## src/rtl/fu_scheduler.sv

```systemverilog
// Per-lane functional-unit occupancy tracker for the issue stage: one countdown
// per lane covers the non-pipelined multiplier; ALU ops never occupy a lane.
module fu_scheduler #(
    parameter int WAYS     = 3,
    parameter int MULT_LAT = 4,
    parameter int CW       = $clog2(MULT_LAT)
) (
    input  logic                    clock,
    input  logic                    reset,
    input  logic                    i_squash,
    input  logic [WAYS-1:0]         i_issue_valid,
    input  logic [WAYS-1:0]         i_issue_is_mult,
    output logic [WAYS-1:0]         o_ALU_occupied,
    output logic [WAYS-1:0]         o_mult_done,
    output logic [$clog2(WAYS):0]   o_num_lanes_free,
    output logic                    o_issue_error
);

    localparam int              NFW  = $clog2(WAYS) + 1;
    localparam logic [CW-1:0]   LOAD = CW'(MULT_LAT - 1);

    logic [CW-1:0]   r_cnt [WAYS];
    logic            r_issue_error;

    logic [WAYS-1:0] w_busy;
    logic [WAYS-1:0] w_last;
    logic [WAYS-1:0] w_accept_mult;
    logic [WAYS-1:0] w_reject;
    logic [NFW-1:0]  w_free;

    // Lane status decode; occupancy depends only on the counters so the RS
    // can use it in the same cycle it issues.
    always_comb begin
        w_busy        = '0;
        w_last        = '0;
        w_accept_mult = '0;
        w_reject      = '0;
        w_free        = '0;
        for (int i = 0; i < WAYS; i++) begin
            w_busy[i]        = (r_cnt[i] != '0);
            w_last[i]        = (r_cnt[i] == CW'(1));
            w_accept_mult[i] = i_issue_valid[i] & i_issue_is_mult[i] & ~w_busy[i];
            w_reject[i]      = i_issue_valid[i] & w_busy[i];
            if (!w_busy[i]) begin
                w_free = w_free + NFW'(1);
            end else begin
                w_free = w_free;
            end
        end
    end

    assign o_ALU_occupied   = w_busy;
    assign o_mult_done      = w_last & {WAYS{~i_squash}};
    assign o_num_lanes_free = w_free;
    assign o_issue_error    = r_issue_error;

    // Counter update with reset > squash > accept > decrement; squash also
    // hides rejects so a flushed issue never flags an error.
    always_ff @(posedge clock) begin
        if (reset) begin
            for (int i = 0; i < WAYS; i++) begin
                r_cnt[i] <= '0;
            end
            r_issue_error <= 1'b0;
        end else if (i_squash) begin
            for (int i = 0; i < WAYS; i++) begin
                r_cnt[i] <= '0;
            end
            r_issue_error <= r_issue_error;
        end else begin
            for (int i = 0; i < WAYS; i++) begin
                if (w_accept_mult[i]) begin
                    r_cnt[i] <= LOAD;
                end else if (w_busy[i]) begin
                    r_cnt[i] <= r_cnt[i] - CW'(1);
                end else begin
                    r_cnt[i] <= r_cnt[i];
                end
            end
            r_issue_error <= r_issue_error | (|w_reject);
        end
    end

endmodule

```

## config.mk

```make
export PLATFORM = sky130hd
export DESIGN_NAME = fu_scheduler
export DESIGN_NICKNAME = d
export VERILOG_FILES = /design/src/rtl/fu_scheduler.sv
export SDC_FILE = /design/constraint.sdc
export NUM_CORES = 1
export LEC_CHECK = 0
export ABC_AREA = 0
export CAP_MARGIN = 5
export CORE_UTILIZATION = 35
export DETAILED_ROUTE_END_ITERATION = 12
export PLACE_DENSITY = 0.64
export REMOVE_ABC_BUFFERS = 1
export SETUP_SLACK_MARGIN = 0.4
export SKIP_LAST_GASP = 1
export SYNTH_ARGS = -nofsm -noshare
export SYNTH_HDL_FRONTEND = slang
export SYNTH_SLANG_ARGS = --single-unit
```

## constraint.sdc

```tcl
create_clock -name clock -period 2.1 [get_ports clock]
set_clock_uncertainty 0.1 [all_clocks]
set_input_delay 0.63 -clock clock [delete_from_list [all_inputs] [get_ports clock]]
set_output_delay 0.63 -clock clock [all_outputs]
set_load 0.05 [all_outputs]
```

# Word level (Yosys, flattened, before mapping)
# Memory sizes are Yosys's and may differ from the RTL's.
# Cells that the tools add are included.
# Widths: inputs -> output; s select.
[classes]
bitwise_logic = 27
addsub = 5
reduce_logical = 4
eq_ne = 3
mux = 62
[op_table]
columns = ["op", "count"]
rows = [
  ["$mux 1", 48],
  ["$mux 2", 12],
  ["$or 1x1->1", 13],
  ["$and 1x1->1", 9],
  ["$add 3x1->3 const B", 2],
  ["$eq 2x1->1 const B", 3],
  ["$mux 3", 2],
  ["$reduce_bool 2->1", 3],
  ["$sub 2x1->2 const B", 3],
  ["$not 1->1", 4],
  ["$and 3x3->3", 1],
  ["$reduce_or 3->1", 1],
]
[word_totals]
in_bits = 9
regBits = 1
output_inout_bits = 10
memories = 1
ram_bits = 6
[memory_table]
columns = ["memory", "words", "word_bits", "read_ports", "rd_ports_with_merged_regs", "wr", "line_no", "text"]
rows = [
  ["r_cnt", 3, 2, 3, 0, 3, "22", "logic [CW-1:0] r_cnt [WAYS];"],
]

# Logic depth before layout (Yosys ltp)
# An unclocked memory read counts as a cell.
[logic_depth]
depth_word = 11
mapped_depth = 5
ltp_nobuf = 5

# Least setup slack after synthesis
# OpenSTA, ideal clock, no wires.
[synth_path]
path_kind = "flip-flop to output port"
from = "mem r_cnt[0][0] (netlist bit)"
to = "out o_num_lanes_free[1]"
required_ps = 1370
arrival_ps = 2243
stages_incl_launch_ff = 6
slack_ps = -873
path_buffers = 0
cell_sequence = "edfxtp_1 inv_1 ha_1 inv_1 ha_1 o21ai_0"
[synth_rtl]
columns = ["element", "line_no", "text"]
rows = [
  ["start, declared", "22", ""],
  ["end, declared", "15", "output logic [$clog2(WAYS):0] o_num_lanes_free,"],
]

==> out/qor.txt <==
most frequent cells in the layout: 10 x buf_4, 9 x buf_12, 8 x inv_2, 8 x a21oi_1, 8 x ha_4
share of cells above drive strength 1: 58.0%
Top cell by count, worst path: ha_4
htree depth: 1
antenna viol nets, final: 0
Die X: 40.1 um
CP delay by family, top: adder cells
Critical Path AT: 1.51 ns
maximum fanout along the worst path: 3
Buf/Inv on CP: 2
Hold Path Stages: 2
hold_sp: o_issue_error$_SDFFE_PP0N_
worst setup margin: -0.136 ns
Final #Nets: 107
global-route wire length before repair: 2070 um
hold buffers post-CTS: 0
die outline height: 40.1 um
DP Area: 822 sq um
Initial Util: 38.2%
HP Class: reg2reg
DR vias/cell: 4.92
Worst path max stage delay: 0.38 ns
Post-Syn Instances: 53
critical path depth: 5
overall routing resource usage: 20.9%
Reg-to-Reg Start: r_cnt[0][0]$_SDFFCE_PN0P_
Diodes inserted: 0
critical-path cell list: inv_2, ha_4, ha_4, xor2_4, buf_12
Slew headroom: 83.6%
area grow syn2layout: 111%
ranking of synthesized cells by area: edfxtp_1 35%, ha_1 22%, a21oi_1 7.9%
io pins: 19
period utilization: 106%
hold endpoint: o_issue_error$_SDFFE_PP0N_
CTS tree: built
DRC violations left: 0
Clock Pin Slew Worst Setup and Hold Paths: 0.05 ns
maximum vdd drop: 0.488 mV
Worst-Margin Slew: 0.246 ns
register-to-register setup slack: 0.62 ns
Synth warnings: 0
DIE AREA: 0.00161 sq mm
Clock Sink Count: 7
violated checks: negative setup slack
Max Slew Vio Count: 0
routability cong.: 0.759
hpwl dp: 938 um
Final Hold Fails: 0
met2 GRT Util: 37.9%
reg-to-reg endpoint: o_issue_error$_SDFFE_PP0N_
CTS max path bufs: 2
Yosys reg bits: 7
clk_lat worst skew: 0.25 ns
vias in the first global route: 515
post-synth top area cell: edfxtp_1
worst setup path start: r_cnt[0][0]$_SDFFCE_PN0P_
number of iterations in the first detailed-routing pass: 4
Most Crowded Layer GR: met2
CTS Root Cell: clkbuf_4
register area share after synthesis: 39.3%
pre-CTS setup slack: -0.172 ns
fin crit period: 2.24 ns
total CTS buffers: 3
total congestion overflow: 0
IO Port Bufs: 18
Placement Rows: 13
final setup vio count: 4
Design Power: 0.000879 W
Worst path slowest cell: edfxtp_1
final wirelength: 1530 um
routed length per placed instance: 14.9 um
unrepaired setup endpoints after global routing: yes
status: finished with violations
Mean Syn Cell Area: 9.61 sq um
CORE AREA: 0.00133 sq mm
startpoint types: register
post-route cell area: 0.00107 sq mm
mapped cell area: 509 sq um
largest net degree at the start of global routing: 7
GR Util met3: 2.22%
GR Layer Usage met1: 19.9%
DR vias: 507
commonest non-fill, non-tap cell in the layout: buf_4
Distinct cells, synth: 16
Worst setup EP type: output port
Synth top area share: 35.4%
Cell Pwr Density: 819 mW/mm^2
critical path class: reg2out
max frequency: 447 MHz
critical path required time: 1.37 ns
max-cap violation count: 0
FF-to-FF path depth: 7
initial drt markers: 3
initial antenna violation count: 0
LEAKAGE: 0.448 nW
==> worst register-to-register path, cell delays in order, from the launching register on <==
cell and delay, ns:
edfxtp_1 0.38, inv_2 0.06, ha_4 0.18, inv_2 0.10
buf_6 0.12, buf_4 0.11, a21oi_1 0.06, a221oi_1 0.27
==> registers in the layout, summed over array words and instances, names as in the netlist <==
name,flops
r_cnt,6
o_issue_error,1
==> how the worst max path moves through the flow <==
stage,to,slack (ns)
final,o_num_lanes_free[0],-0.14
after global routing,o_num_lanes_free[0],-0.18
after CTS,o_num_lanes_free[0],-0.08
after detailed placement,o_mult_done[1],-0.17
after global placement,o_mult_done[1],-0.17
after floorplan,o_num_lanes_free[1],-0.87
==> metal layers <==
| layer | vias to the layer above | wire length (um) |
|---|---|---|
| li1 | 248 | - |
| met1 | 235 | 570 |
| met2 | 18 | 847 |
| met3 | 6 | 47 |
| met4 | 0 | 68 |
| met5 | - | 0 |
==> cells in the mapped netlist, drive strengths merged <==
cell type  number
o21ai           1
xor2            1
edfxtp          6
a21oi           8
a221oi          1
nand3           5
and3            1
and2b           3
ha              9
dfxtp           1
buf             1
nand2           3
inv            10
or2             1
nor2            1
nor2b           1
==> what timing repair did <==
action                                  in CTS  in global routing
endpoints found under the setup margin      16                  9
gates resized for setup                     29                 10
pin swaps                                    6                  6
buffers inserted                             8                  1
endpoints found under the hold margin        0                  0
==> logic make-up after synthesis <==
logic type / after synthesis / synth area share (%)
fa+ha+maj: 9 / 22.1
simple gates: 15 / 16.7
compound gates: 10 / 10.6
flops: 7 / 39.3
xor+xnor: 1 / 1.72
buf+inv: 11 / 9.58
==> metrics by stage <==
stage | utilization [%] | hold WS [ns] | std cells | TNS [ns]
finish | 80.5 | 0.401 | 103 | -0.393
global route | 80.5 | 0.428 | 103 | -0.567
CTS | 75.0 | 0.410 | 102 | -0.256
detailed placement | 61.6 | 0.399 | 90 | -0.543
global placement | 61.6 | 0.383 | 90 | -0.493
floorplan | - | 0.477 | 52 | -1.18
==> power breakdown <==
part           switching [W]  internal, W
Clock              0.0000509    0.0000726
Combinational       0.000292     0.000282
Sequential         0.0000111     0.000171
==> cell type report <==
type	count	area, sq um
repair buffers	32	393
fillers	82	260
flip-flops and latches	7	200
inverters	10	40.0
multi-input cells	35	395
well taps	15	18.8
clock buffers	4	26.3
Note: power is estimated with default switching activity, not from simulation.
